[config.mk]
export PLATFORM = sky130hd
export DESIGN_NAME = softusb_mtimer
export DESIGN_NICKNAME = d
export VERILOG_FILES = /design/src/rtl/softusb_mtimer.sv
export SDC_FILE = /design/constraint.sdc
export NUM_CORES = 1
export LEC_CHECK = 0
export BUFFER_PORTS_ARGS = -buffer_cell sky130_fd_sc_hd__buf_4
export CORE_MARGIN = 5
export CORE_UTILIZATION = 63
export DETAILED_ROUTE_END_ITERATION = 8
export PLACE_DENSITY = 0.81
export SLEW_MARGIN = 10
export SYNTH_ARGS = -nofsm -noshare
export SYNTH_HDL_FRONTEND = slang
export SYNTH_SLANG_ARGS = --single-unit
[constraint.sdc]
create_clock -name usb_clk -period 7 [get_ports usb_clk]
set_input_delay 1.4 -clock usb_clk [delete_from_list [all_inputs] [get_ports usb_clk]]
set_output_delay 1.4 -clock usb_clk [all_outputs]
set_load 0.005 [all_outputs]
[src/rtl/softusb_mtimer.sv]
// rtl/softusb_mtimer.sv - multi-channel prescaled timer with compare flags on the navre IO bus
module softusb_mtimer #(
  parameter logic [5:0] base_addr = 6'h00,
  parameter int         cnt_width = 32,
  parameter int         nchan     = 2
) (
  input  logic             usb_clk,
  input  logic             usb_rst,
  input  logic             io_re,
  input  logic             io_we,
  input  logic [5:0]       io_a,
  input  logic [7:0]       io_di,
  output logic [7:0]       io_do,
  output logic             irq,
  output logic [nchan-1:0] match
);

  localparam int nbytes = cnt_width / 8;
  localparam int win    = 8 + 4 * nchan;

  logic [cnt_width-1:0] r_cnt;
  logic [cnt_width-1:0] r_snap;
  logic [cnt_width-1:0] r_cmp [nchan];
  logic [7:0]           r_pcnt;
  logic [7:0]           r_pre;
  logic [1:0]           r_ctrl;
  logic [nchan-1:0]     r_status;
  logic [nchan-1:0]     r_mask;
  logic [nchan-1:0]     r_match;
  logic [7:0]           r_do;
  logic                 r_irq;

  logic [5:0]           w_off;
  logic                 w_sel;
  logic                 w_wr;
  logic                 w_cnt_wr;
  logic                 w_pre_wr;
  logic                 w_pre_hit;
  logic                 w_tick;
  logic [cnt_width-1:0] w_cnt_next;
  logic [nchan-1:0]     w_hit;
  logic [nchan-1:0]     w_clr;
  logic [7:0]           w_rdata;

  function automatic logic [7:0] byte_of(input logic [cnt_width-1:0] v, input logic [1:0] b);
    logic [31:0] v32;
    v32 = 32'(v);
    return v32[{b, 3'b000} +: 8];
  endfunction

  assign w_off      = io_a - base_addr;
  assign w_sel      = (io_a >= base_addr) && (w_off < 6'(win));
  assign w_wr       = io_we && w_sel;
  assign w_cnt_wr   = w_wr && (w_off[5:2] == 4'd0);
  assign w_pre_wr   = w_wr && (w_off == 6'd4);
  assign w_pre_hit  = (r_pcnt == r_pre);
  // A counter write suppresses the tick, so it also suppresses that tick's matches.
  assign w_tick     = r_ctrl[0] && w_pre_hit && !w_cnt_wr;
  assign w_cnt_next = (r_ctrl[1] && (r_cnt == r_cmp[0])) ? '0 : r_cnt + cnt_width'(1);
  assign w_clr      = (w_wr && (w_off == 6'd6)) ? io_di[nchan-1:0] : '0;

  always_comb begin
    w_hit = '0;
    for (int c = 0; c < nchan; c++) begin
      w_hit[c] = w_tick && (w_cnt_next == r_cmp[c]);
    end
  end

  // Byte 0 is live; bytes 1..3 come from the snapshot taken on a byte-0 read.
  always_comb begin
    w_rdata = '0;
    if (w_sel) begin
      case (w_off)
        6'd0:             w_rdata = byte_of(r_cnt, 2'd0);
        6'd1, 6'd2, 6'd3: w_rdata = byte_of(r_snap, w_off[1:0]);
        6'd4:             w_rdata = r_pre;
        6'd5:             w_rdata = {6'd0, r_ctrl};
        6'd6:             w_rdata = 8'(r_status);
        6'd7:             w_rdata = 8'(r_mask);
        default: begin
          for (int c = 0; c < nchan; c++) begin
            if (w_off[4:2] == 3'(c + 2)) w_rdata = byte_of(r_cmp[c], w_off[1:0]);
          end
        end
      endcase
    end
  end

  always_ff @(posedge usb_clk or posedge usb_rst) begin
    if (usb_rst) begin
      r_cnt    <= '0;
      r_snap   <= '0;
      r_pcnt   <= '0;
      r_pre    <= '0;
      r_ctrl   <= '0;
      r_status <= '0;
      r_mask   <= '0;
      r_match  <= '0;
      r_do     <= '0;
      r_irq    <= 1'b0;
      for (int c = 0; c < nchan; c++) r_cmp[c] <= '0;
    end else begin
      if (io_re && w_sel && (w_off == 6'd0)) r_snap <= r_cnt;

      if (w_cnt_wr) begin
        r_cnt  <= '0;
        r_pcnt <= '0;
      end else begin
        if (w_tick) r_cnt <= w_cnt_next;
        if (w_pre_wr)       r_pcnt <= '0;
        else if (r_ctrl[0]) r_pcnt <= w_pre_hit ? 8'd0 : r_pcnt + 8'd1;
      end

      if (w_pre_wr) r_pre <= io_di;
      if (w_wr && (w_off == 6'd5)) r_ctrl <= io_di[1:0];
      if (w_wr && (w_off == 6'd7)) r_mask <= io_di[nchan-1:0];

      for (int c = 0; c < nchan; c++) begin
        for (int j = 0; j < nbytes; j++) begin
          if (w_wr && (w_off == 6'(8 + 4 * c + j))) r_cmp[c][8*j +: 8] <= io_di;
        end
      end

      // A flag set on the same edge as its W1C clear stays set.
      r_status <= (r_status & ~w_clr) | w_hit;
      r_match  <= w_hit;
      r_irq    <= |(r_status & r_mask);
      r_do     <= w_rdata;
    end
  end

  assign io_do = r_do;
  assign irq   = r_irq;
  assign match = r_match;

endmodule

==> results.json <==
{
  "cap_violations": 0,
  "grt-ovfl-total": 0,
  "grt_pass1_wl_mm": 46.6,
  "cp-end-kind": "flop",
  "cts_resized": 0,
  "ir_worst_vdd_uv": 214,
  "critical-path-max-stage-delay_ns": 0.71,
  "cp.arrival_ns": 4.30,
  "path_class": "reg2reg",
  "cts_hold_buf": 0,
  "start_util_pct": 64.2,
  "numPortBuffers": 28,
  "die_h_um": 134,
  "io-pin-count": 29,
  "hold_path_depth": 2,
  "layout-drive-gt1-share_pct": 22.8,
  "grt_use_total_pct": 34.4,
  "yosysMostFrequentCell": "dfrtp_1",
  "routed_wl_mm": 30.2,
  "crit_chain": "nand4_1 > or4_1 > xor2_1 > o22ai_1 > or4_1 > o41ai_1 > o311ai_1 > o31ai_2",
  "post_cts_buffers": 0,
  "critPathMostFrequentCell": "or4_1",
  "start_kind": "flop",
  "antennaDiodeCount": 0,
  "gp_congestion": 1.02,
  "drt_iter0_drc": 1233,
  "crit_fanout": 12,
  "cts_tree": "done",
  "max-clock-path-buffers": 2,
  "design.die.area_sq_um": 18000,
  "setup_tns_ns": 0,
  "ant_nets": 0,
  "hold_start": "r_snap[10]",
  "yosys-top-cells-area": "dfrtp_1, mux2_2, mux4_2",
  "seqCellArea_sq_um": 3830,
  "slew_headroom_pct": 19.9,
  "synth_common_cells": "dfrtp_1, mux2_2, nor2_1",
  "finalSetupViolations": 0,
  "coreArea_sq_um": 15100,
  "hold_viol_final": 0,
  "route.detailed.drc": 0,
  "period_minus_slack_ns": 3.95,
  "power.density_nw_per_um2": 290,
  "finClkSkew_ns": 0.0129,
  "r2r_cells": 8,
  "reg2reg_from": "r_cnt[2]",
  "wl_per_cell_um": 27.2,
  "dr.pass1.iters": 6,
  "synth_area_leader_cell": "dfrtp_1",
  "critPathLaunch": "r_cnt[2]",
  "leakage_nw": 4.46,
  "synth_warnings": 0,
  "grt_max_degree": 88,
  "cts.sinks": 153,
  "yosysSeqAreaShare_pct": 39.4,
  "synth_edf_count": 0,
  "fmax_mhz": 253,
  "dpl_cell_area_sq_um": 9960,
  "hpwl_mm": 21.1,
  "final_area_sq_um": 10600,
  "fin_worst_hold_slack_ns": 0.493,
  "rows": 45,
  "cts.clk_slew.worst_paths_ns": 0.07,
  "nets": 929,
  "crit_path_top_delay_cell": "or4_1",
  "drv_slew": 0,
  "root_buffer": "clkbuf_16",
  "syn_area_sq_um": 9720,
  "synth_ff_type": "dfrtp_1",
  "areaGrowthSynthToFinish_pct": 8.74,
  "ys_ff_latch": 153,
  "die_w_um": 134,
  "multi_input_area_sq_um": 5600,
  "syn_area_per_cell_sq_um": 10.6,
  "grt_pass1_vias": 7716,
  "required_ns": 7.35,
  "async_flop_share_pct": 100,
  "tightest_slew_ns": 1.20,
  "cts_htree_levels": 4,
  "fin_crit_sh_pct": 56.5,
  "status": "finished clean",
  "n_fill_cell": 1112,
  "rsz0062_at_grt": "no",
  "synthCells": 920,
  "synth_fp_nets": 940,
  "synth_top_area_share_pct": 39.4,
  "final_core_util_pct": 69.8,
  "clock_latency_ns": 0.44,
  "antenna_found_initial": 3,
  "numCtsBuffers": 17,
  "worstHoldPathType": "reg2reg",
  "num_vias": 8037,
  "synth_cell_types": 78,
  "via_per_inst": 7.24
}
==> layer usage <==
layer | vias up | part of all wire (%) | GRT usage (%)
met5 | - | 0.12 | 0
met4 | 6 | 4.5 | 15.6
met3 | 126 | 11 | 8.74
met2 | 526 | 45 | 51.6
met1 | 3929 | 39 | 47.5
li1 | 3450 | - | -
==> cells in the final DEF, fill, tap and decap left out, types with 4 or more instances in the layout <==
cell       instances
nand4_1           19
o22ai_1            7
nand2b_1          12
mux4_2            28
mux2i_1            8
inv_1             11
nor3_2             4
clkbuf_16         17
nand3b_1          10
xnor2_1           30
a31oi_1            8
xnor3_1           13
o31ai_1            7
dfrtp_1          153
inv_6              8
o32ai_1            6
nor2_1            68
nand3_1           23
xor2_1            39
o21ai_0           32
and3_1             6
nor2b_1           16
nor3_1            31
a21oi_1           51
buf_4             34
nand2_1           39
and2_1            13
or4_1             13
a22oi_1            6
a22o_1             4
mux2_2            94
and4_1             5
nor4_1            17
==> through the flow <==
step	total power, mW	worst slack [ns]	instances
after floorplan	1.81	1.48	920
after CTS	3.03	2.78	1110
final	3.07	3.05	1110
after global routing	3.18	2.85	1110
after detailed placement	2.07	2.31	1078
after global placement	2.06	2.52	1078
==> cell families after synthesis <==
group,after synthesis,synth area share [%]
and+or+nand+nor,304,17.7
xor gates and xnor gates,82,9.23
buffers and inverters,77,3.27
AOI/OAI and AO/OA,172,12.0
muxes,130,18.2
DFF,153,39.4
adders and majority gates,2,0.257
==> path summary, 6_finish.rpt <==
path / end / slack, ns
worst max register to register: r_status[1] / 3.05
min in group asynchronous: r_snap[13] / 1.13
worst min-delay path: r_snap[10] / 0.49
worst max-delay path: r_status[1] / 3.05
max in group asynchronous: r_cmp[11] / 4.51
worst min register to register: r_snap[10] / 0.49
==> layout make-up <==
class / count / area share, %
Timing Repair Buffer: 34 / 2.41
Multi-Input combinational cell: 690 / 52.9
Inverter: 13 / 0.509
Tap cell: 188 / 2.22
Clock buffer: 17 / 4.02
Sequential cell: 153 / 36.2
Clock inverter: 15 / 1.69
==> flip-flops by register name, summed over array words and instances, names as in the netlist <==
name,count
io_do,8
irq,1
match,2
r_cmp,64
r_cnt,32
r_ctrl,2
r_mask,2
r_pcnt,8
r_pre,8
r_snap,24
r_status,2
==> worst max-delay path: cells and delay by family (launching register included) <==
family,cells,cell delay [ns]
AOI/OAI and AO/OA,4,1.07
xor gates and xnor gates,1,0.42
and+or+nand+nor,3,1.79
DFF,1,0.58
==> power by group <==
group / leakage, nW / total, mW / switching (mW) / internal (mW)
Clock: 0.292 / 0.966 / 0.426 / 0.541
Sequential: 2.02 / 1.33 / 0.305 / 1.02
Combinational: 2.15 / 0.772 / 0.374 / 0.397
(Power assumes the default switching activity.)
